`config.mk`:
```
export PLATFORM = sky130hd
export DESIGN_NAME = bram_port_arbiter_flat
export DESIGN_NICKNAME = d
export VERILOG_FILES = /design/src/rtl/bram_port_arbiter_if.sv /design/src/rtl/bram_port_arbiter.sv /design/src/flat_wrapper.sv
export SDC_FILE = /design/constraint.sdc
export NUM_CORES = 1
export LEC_CHECK = 0
export BUFFER_PORTS_ARGS = -buffer_cell sky130_fd_sc_hd__buf_2
export CORE_ASPECT_RATIO = 0.5
export CORE_MARGIN = 2
export CORE_UTILIZATION = 46
export CTS_CLUSTER_SIZE = 28
export DETAILED_ROUTE_END_ITERATION = 10
export PLACE_DENSITY = 0.86
export SLEW_MARGIN = 20
export SYNTH_ARGS = -nofsm -noshare
export SYNTH_HDL_FRONTEND = slang
export SYNTH_SLANG_ARGS = --single-unit
```
`constraint.sdc`:
```
create_clock -name clk -period 4.75 [get_ports clk]
set_input_delay 0.95 -clock clk [delete_from_list [all_inputs] [get_ports clk]]
set_output_delay 0.95 -clock clk [all_outputs]
set_load 0.01 [all_outputs]
```
`src/rtl/bram_port_arbiter_if.sv`:
```
// rtl/bram_port_arbiter_if.sv - two requester ports plus BRAM-side signals of the arbiter
interface bram_port_arbiter_if;
  logic        a_req_valid;
  logic        a_req_ready;
  logic        a_req_we;
  logic [7:0]  a_req_addr;
  logic [31:0] a_req_wdata;
  logic        a_rsp_valid;
  logic [31:0] a_rsp_rdata;

  logic        b_req_valid;
  logic        b_req_ready;
  logic        b_req_we;
  logic [7:0]  b_req_addr;
  logic [31:0] b_req_wdata;
  logic        b_rsp_valid;
  logic [31:0] b_rsp_rdata;

  logic [7:0]  bram_rd_addr;
  logic [7:0]  bram_wr_addr;
  logic [31:0] bram_wr_data;
  logic [31:0] bram_rd_data;
  logic [7:0]  bram_config;
  logic        init_done;

  modport slave (
    input  a_req_valid, a_req_we, a_req_addr, a_req_wdata,
    input  b_req_valid, b_req_we, b_req_addr, b_req_wdata,
    input  bram_rd_data,
    output a_req_ready, a_rsp_valid, a_rsp_rdata,
    output b_req_ready, b_rsp_valid, b_rsp_rdata,
    output bram_rd_addr, bram_wr_addr, bram_wr_data, bram_config, init_done
  );

  modport master (
    output a_req_valid, a_req_we, a_req_addr, a_req_wdata,
    output b_req_valid, b_req_we, b_req_addr, b_req_wdata,
    output bram_rd_data,
    input  a_req_ready, a_rsp_valid, a_rsp_rdata,
    input  b_req_ready, b_rsp_valid, b_rsp_rdata,
    input  bram_rd_addr, bram_wr_addr, bram_wr_data, bram_config, init_done
  );
endinterface

```
`src/rtl/bram_port_arbiter.sv`:
```
// rtl/bram_port_arbiter.sv - two-port round-robin BRAM arbiter with power-up init sweep
module bram_port_arbiter #(
  parameter logic [7:0]  CFG_WR    = 8'h10,
  parameter logic [7:0]  CFG_RD    = 8'h00,
  parameter int          RD_LAT    = 1,
  parameter logic [31:0] INIT_DATA = 32'h0000_0000
) (
  input  logic             clk,
  input  logic             rst_n,
  bram_port_arbiter_if.slave bus
);

  typedef enum logic {ST_INIT, ST_RUN} state_e;

  state_e              state_q, state_d;
  logic [7:0]          cnt_q, cnt_d;
  logic                init_done_q, init_done_d;
  logic                last_b_q, last_b_d;
  logic [RD_LAT-1:0]   tag_v_q, tag_v_d;
  logic [RD_LAT-1:0]   tag_b_q, tag_b_d;
  logic [7:0]          rd_addr_q, rd_addr_d;
  logic [7:0]          wr_addr_q, wr_addr_d;
  logic [31:0]         wr_data_q, wr_data_d;

  logic        run;
  logic        grant_a, grant_b, grant;
  logic        gnt_we;
  logic [7:0]  gnt_addr;
  logic [31:0] gnt_wdata;
  logic [7:0]  cfg;

  // A wins a tie only when B was granted last; each ready looks at valids, never at the other ready.
  assign run       = (state_q == ST_RUN);
  assign grant_a   = run && bus.a_req_valid && (!bus.b_req_valid || last_b_q);
  assign grant_b   = run && bus.b_req_valid && (!bus.a_req_valid || !last_b_q);
  assign grant     = grant_a || grant_b;
  assign gnt_we    = grant_a ? bus.a_req_we    : bus.b_req_we;
  assign gnt_addr  = grant_a ? bus.a_req_addr  : bus.b_req_addr;
  assign gnt_wdata = grant_a ? bus.a_req_wdata : bus.b_req_wdata;

  always_comb begin
    state_d     = state_q;
    cnt_d       = cnt_q;
    init_done_d = init_done_q;
    last_b_d    = last_b_q;
    rd_addr_d   = rd_addr_q;
    wr_addr_d   = wr_addr_q;
    wr_data_d   = wr_data_q;
    cfg         = CFG_RD;
    tag_v_d[0]  = grant && !gnt_we;
    tag_b_d[0]  = grant_b;
    for (int i = 1; i < RD_LAT; i++) begin
      tag_v_d[i] = tag_v_q[i-1];
      tag_b_d[i] = tag_b_q[i-1];
    end

    if (!run) begin
      wr_addr_d = cnt_q;
      wr_data_d = INIT_DATA;
      cfg       = CFG_WR;
      cnt_d     = cnt_q + 8'd1;
      if (cnt_q == 8'hFF) begin
        state_d     = ST_RUN;
        init_done_d = 1'b1;
      end
    end else if (grant) begin
      last_b_d = grant_b;
      if (gnt_we) begin
        wr_addr_d = gnt_addr;
        wr_data_d = gnt_wdata;
        cfg       = CFG_WR;
      end else begin
        rd_addr_d = gnt_addr;
      end
    end
  end

  always_ff @(posedge clk) begin
    if (!rst_n) begin
      state_q     <= ST_INIT;
      cnt_q       <= 8'h00;
      init_done_q <= 1'b0;
      last_b_q    <= 1'b1;
      tag_v_q     <= '0;
      tag_b_q     <= '0;
      rd_addr_q   <= 8'h00;
      wr_addr_q   <= 8'h00;
      wr_data_q   <= 32'h0;
    end else begin
      state_q     <= state_d;
      cnt_q       <= cnt_d;
      init_done_q <= init_done_d;
      last_b_q    <= last_b_d;
      tag_v_q     <= tag_v_d;
      tag_b_q     <= tag_b_d;
      rd_addr_q   <= rd_addr_d;
      wr_addr_q   <= wr_addr_d;
      wr_data_q   <= wr_data_d;
    end
  end

  // The next-state shadow doubles as the live drive: it equals the held value when nothing is granted.
  assign bus.bram_rd_addr = rd_addr_d;
  assign bus.bram_wr_addr = wr_addr_d;
  assign bus.bram_wr_data = wr_data_d;
  assign bus.bram_config  = cfg;
  assign bus.init_done    = init_done_q;

  assign bus.a_req_ready = grant_a;
  assign bus.b_req_ready = grant_b;

  assign bus.a_rsp_valid = tag_v_q[RD_LAT-1] && !tag_b_q[RD_LAT-1];
  assign bus.b_rsp_valid = tag_v_q[RD_LAT-1] &&  tag_b_q[RD_LAT-1];
  assign bus.a_rsp_rdata = bus.a_rsp_valid ? bus.bram_rd_data : 32'h0;
  assign bus.b_rsp_rdata = bus.b_rsp_valid ? bus.bram_rd_data : 32'h0;

endmodule

```
`src/flat_wrapper.sv`:
```
// flat-port wrapper written by rule: the top's interface ports become plain ports
module bram_port_arbiter_flat 
#(
  parameter logic [7:0]  CFG_WR    = 8'h10,
  parameter logic [7:0]  CFG_RD    = 8'h00,
  parameter int          RD_LAT    = 1,
  parameter logic [31:0] INIT_DATA = 32'h0000_0000
)
  (clk, rst_n, bus_a_req_valid, bus_a_req_we, bus_a_req_addr, bus_a_req_wdata, bus_b_req_valid, bus_b_req_we, bus_b_req_addr, bus_b_req_wdata, bus_bram_rd_data, bus_a_req_ready, bus_a_rsp_valid, bus_a_rsp_rdata, bus_b_req_ready, bus_b_rsp_valid, bus_b_rsp_rdata, bus_bram_rd_addr, bus_bram_wr_addr, bus_bram_wr_data, bus_bram_config, bus_init_done);
  bram_port_arbiter_if bus_i ();
  input  logic clk;
  input  logic rst_n;
  input wire logic [$bits(bus_i.a_req_valid)-1:0] bus_a_req_valid;
  input wire logic [$bits(bus_i.a_req_we)-1:0] bus_a_req_we;
  input wire logic [$bits(bus_i.a_req_addr)-1:0] bus_a_req_addr;
  input wire logic [$bits(bus_i.a_req_wdata)-1:0] bus_a_req_wdata;
  input wire logic [$bits(bus_i.b_req_valid)-1:0] bus_b_req_valid;
  input wire logic [$bits(bus_i.b_req_we)-1:0] bus_b_req_we;
  input wire logic [$bits(bus_i.b_req_addr)-1:0] bus_b_req_addr;
  input wire logic [$bits(bus_i.b_req_wdata)-1:0] bus_b_req_wdata;
  input wire logic [$bits(bus_i.bram_rd_data)-1:0] bus_bram_rd_data;
  output wire logic [$bits(bus_i.a_req_ready)-1:0] bus_a_req_ready;
  output wire logic [$bits(bus_i.a_rsp_valid)-1:0] bus_a_rsp_valid;
  output wire logic [$bits(bus_i.a_rsp_rdata)-1:0] bus_a_rsp_rdata;
  output wire logic [$bits(bus_i.b_req_ready)-1:0] bus_b_req_ready;
  output wire logic [$bits(bus_i.b_rsp_valid)-1:0] bus_b_rsp_valid;
  output wire logic [$bits(bus_i.b_rsp_rdata)-1:0] bus_b_rsp_rdata;
  output wire logic [$bits(bus_i.bram_rd_addr)-1:0] bus_bram_rd_addr;
  output wire logic [$bits(bus_i.bram_wr_addr)-1:0] bus_bram_wr_addr;
  output wire logic [$bits(bus_i.bram_wr_data)-1:0] bus_bram_wr_data;
  output wire logic [$bits(bus_i.bram_config)-1:0] bus_bram_config;
  output wire logic [$bits(bus_i.init_done)-1:0] bus_init_done;
  assign bus_i.a_req_valid = bus_a_req_valid;
  assign bus_i.a_req_we = bus_a_req_we;
  assign bus_i.a_req_addr = bus_a_req_addr;
  assign bus_i.a_req_wdata = bus_a_req_wdata;
  assign bus_i.b_req_valid = bus_b_req_valid;
  assign bus_i.b_req_we = bus_b_req_we;
  assign bus_i.b_req_addr = bus_b_req_addr;
  assign bus_i.b_req_wdata = bus_b_req_wdata;
  assign bus_i.bram_rd_data = bus_bram_rd_data;
  assign bus_a_req_ready = bus_i.a_req_ready;
  assign bus_a_rsp_valid = bus_i.a_rsp_valid;
  assign bus_a_rsp_rdata = bus_i.a_rsp_rdata;
  assign bus_b_req_ready = bus_i.b_req_ready;
  assign bus_b_rsp_valid = bus_i.b_rsp_valid;
  assign bus_b_rsp_rdata = bus_i.b_rsp_rdata;
  assign bus_bram_rd_addr = bus_i.bram_rd_addr;
  assign bus_bram_wr_addr = bus_i.bram_wr_addr;
  assign bus_bram_wr_data = bus_i.bram_wr_data;
  assign bus_bram_config = bus_i.bram_config;
  assign bus_init_done = bus_i.init_done;
  bram_port_arbiter #(.CFG_WR(CFG_WR), .CFG_RD(CFG_RD), .RD_LAT(RD_LAT), .INIT_DATA(INIT_DATA)) u_core (.clk(clk), .rst_n(rst_n), .bus(bus_i));
endmodule
```
==> results.sh <==
export IMPL_crit_end="bus_bram_wr_addr[6]"
export IMPL_cp_common_cell="buf_2"
export IMPL_finalMaxSlewViolations=0
export IMPL_fin_area_um2=5220
export IMPL_ys_types=35
export IMPL_pin_count=243
export IMPL_crit_fanout=36
export IMPL_cp_end_kind="output pin"
export IMPL_drt_iter0_drc=380
export IMPL_chipWidth_um=132
export IMPL_ys_top_cells_by_area="dfxtp_1 (32%), and3_1 (11%), o21ai_0 (9.7%), a211oi_1 (7.6%), nor2_1 (7.3%)"
export IMPL_num_vias=4509
export IMPL_first_global_vias=3955
export IMPL_clk_latency_ns=0.34
export IMPL_worstMarginPinSlew_ns=1.07
export IMPL_async_flop_share_pct=0
export IMPL_path_buf_inv=3
export IMPL_postPlaceCellArea_um2=4900
export IMPL_ir_drop_mv=0.162
export IMPL_finalSetupViolCount=0
export IMPL_die_area_um2=8950
export IMPL_syn_area_um2=3760
export IMPL_status="finished clean"
export IMPL_synth_ff_type="dfxtp_1"
export IMPL_numCtsBuffers=9
export IMPL_cts_num_sinks=61
export IMPL_cts_resized=0
export IMPL_die_h_um=67.9
export IMPL_tns_ns=0
export IMPL_layout_min_cycle_time_ns=3.87
export IMPL_dpl_hpwl_um=9470
export IMPL_cts_tree="done"
export IMPL_ant_nets=0
export IMPL_crit_cells=7
export IMPL_synth_top_area_share_pct=32.5
export IMPL_cts_buffer_depth=2
export IMPL_cts_hold_buf=0
export IMPL_reg2reg_depth=4
export IMPL_overflow=0
export IMPL_grt_max_degree=77
export IMPL_cpPeakStageDelay_ns=0.54
export IMPL_hp_class="reg -> reg"
export IMPL_cts_root_buf="clkbuf_16"
export IMPL_fillers=717
export IMPL_clk_pin_slew_ns=0.05
export IMPL_slew_headroom_pct=28.8
export IMPL_antenna_cells=0
export IMPL_cp_cell_sequence="buf_2 > nand2b_4 > nand2_1 > buf_12 > mux2i_1 > o21ai_0 > buf_2"
export IMPL_final_nets=830
export IMPL_yosys_warnings=0
export IMPL_gp_congestion=0.845
export IMPL_area_delta_synth_final_pct=38.8
export IMPL_layout_commonest_cell="buf_2"
export IMPL_h_tree_depth=3
export IMPL_synth_edf_count=0
export IMPL_cpLargestDelayFamily="simple AND/OR/NAND/NOR gates"
export IMPL_worst_setup_path_start_kind="input pin"
export IMPL_post_cts_buffers=0
export IMPL_cp_arrival_ns=2.92
export IMPL_dp_cells=812
export IMPL_p_leak_nw=2.93
export IMPL_ys_seq_area_share_pct=32.5
export IMPL_syn_avg_cell_area_um2=7.38
export IMPL_portBuffers=235
export IMPL_grtUsageTotal_pct=27.9
export IMPL_drc=0
export IMPL_period_share_pct=81.5
export IMPL_max_clock_freq_ghz=0.258
export IMPL_cp_slowest_cell="nand2_1"
export IMPL_synth_seq_cells=61
export IMPL_crit_type="in -> out"
export IMPL_vias_per_cell=5.45
export IMPL_antenna_found_initial=0
export IMPL_fin_cells=827
export IMPL_rows=23
export IMPL_timing_hold_ws_ns=0.502
export IMPL_final_cell_mix="buf_2 (235), o21ai_0 (73), nor2_1 (73)"
export IMPL_r2r_start="u_core.run"
export IMPL_start_util_pct=47.2
export IMPL_r2r_end="u_core.wr_addr_q[3]"
export IMPL_maxCapViolCount=0
export IMPL_critPathLaunch="bus_b_req_valid"
export IMPL_fin_worst_skew_ns=0.00688
export IMPL_hold_viol=0
export IMPL_required_ns=3.80
export IMPL_routed_wl_um=13200
export IMPL_rsz0062_at_grt="false"
export IMPL_core_um2=7970
export IMPL_firstDrtPassIters=5
export IMPL_synthCells=509
export IMPL_avgRoutedWirePerCell_um=15.9
export IMPL_rrSetupSlack_ns=2.10
export IMPL_p_per_area_nw_per_um2=257
export IMPL_drive_above_1_share_pct=37.1
export IMPL_grt_pass1_wl_um=19800
export IMPL_yosys_area_top_type="dfxtp_1"
==> metal layers <==
metal	track usage, %	vias up	routed length [µm]
met5	0	-	0
met4	11.0	0	307
met3	6.67	31	809
met2	47.6	177	6350
met1	35.1	2105	5710
li1	-	2196	-
==> metrics by stage <==
| stage | util (%) | setup slack [ns] | power [mW] |
|---|---|---|---|
| after floorplan | - | 1.69 | 0.590 |
| after global placement | 61.5 | 1.01 | 0.653 |
| after detailed placement | 61.5 | 0.973 | 0.655 |
| after CTS | 65.5 | 0.938 | 1.34 |
| after global routing | 65.5 | 0.727 | 1.38 |
| final | 65.5 | 0.880 | 1.34 |
==> layout make-up <==
type | instances | area, µm² | share of cell area, %
Sequential cell | 61 | 1220 | 23.4
Clock buffer | 10 | 239 | 4.58
Timing Repair Buffer | 243 | 1260 | 24.2
Inverter | 4 | 15.0 | 0.288
Clock inverter | 5 | 75.1 | 1.44
Tap cell | 112 | 140 | 2.69
Multi-Input combinational cell | 392 | 2270 | 43.4
==> where the power goes <==
group	total, mW	switching, mW	internal, mW
Clock	0.696	0.229	0.467
Combinational	0.128	0.0725	0.0554
Sequential	0.519	0.00330	0.516
==> sequential cells by signal, summed over array words and instances (netlist names) <==
name,flops
u_core.tag_v_q,1
u_core.wr_addr_q,8
u_core.bus.init_done,1
u_core.last_b_q,1
u_core.run,1
u_core.tag_b_q,1
u_core.rd_addr_q,8
u_core.cnt_q,8
u_core.wr_data_q,32
==> synthesized netlist by cell type (2+ instances only) <==
cell / n
mux2i_1: 9
and3_1: 65
nand2_1: 14
a31oi_1: 8
xor2_1: 5
buf_6: 4
a32o_1: 2
a211oi_2: 2
a211oi_1: 38
buf_1: 2
a41oi_1: 2
dfxtp_1: 61
and2_1: 38
a21oi_1: 17
inv_1: 3
clkbuf_1: 36
nor2b_1: 11
o221ai_1: 8
nand3_1: 10
buf_4: 8
o21ai_0: 73
buf_2: 8
nor2_1: 73
==> logic make-up after synthesis <==
group | Yosys count | synth area share [%]
adder cells (fa/ha/maj) | 1 | 0.333
flip-flops | 61 | 32.5
multiplexers | 9 | 2.40
AO/OA/AOI/OAI | 152 | 24.9
other | 1 | 0.0998
AND/OR/NAND/NOR | 217 | 30.4
XOR/XNOR | 6 | 1.40
buffers and inverters | 62 | 8.06
==> how the worst min path moves through the flow <==
stage,startpoint,end,slack (ns),cells after the start
2_1_floorplan,u_core.wr_data_q[0],u_core.wr_data_q[0],0.47,2
3_3_place_gp,u_core.bus.init_done,u_core.bus.init_done,0.48,2
3_5_place_dp,u_core.bus.init_done,u_core.bus.init_done,0.49,2
4_1_cts,u_core.bus.init_done,u_core.bus.init_done,0.50,2
5_1_grt,u_core.wr_data_q[26],u_core.wr_data_q[26],0.53,2
6_report,u_core.bus.init_done,u_core.bus.init_done,0.50,2
==> worst min-delay path, delay by kind of cell, from the launching register on <==
family          cells  cell delay, ns
compound gates      1            0.05
flops               1            0.34
simple gates        1            0.07
Power figures use the tool's default switching activity.
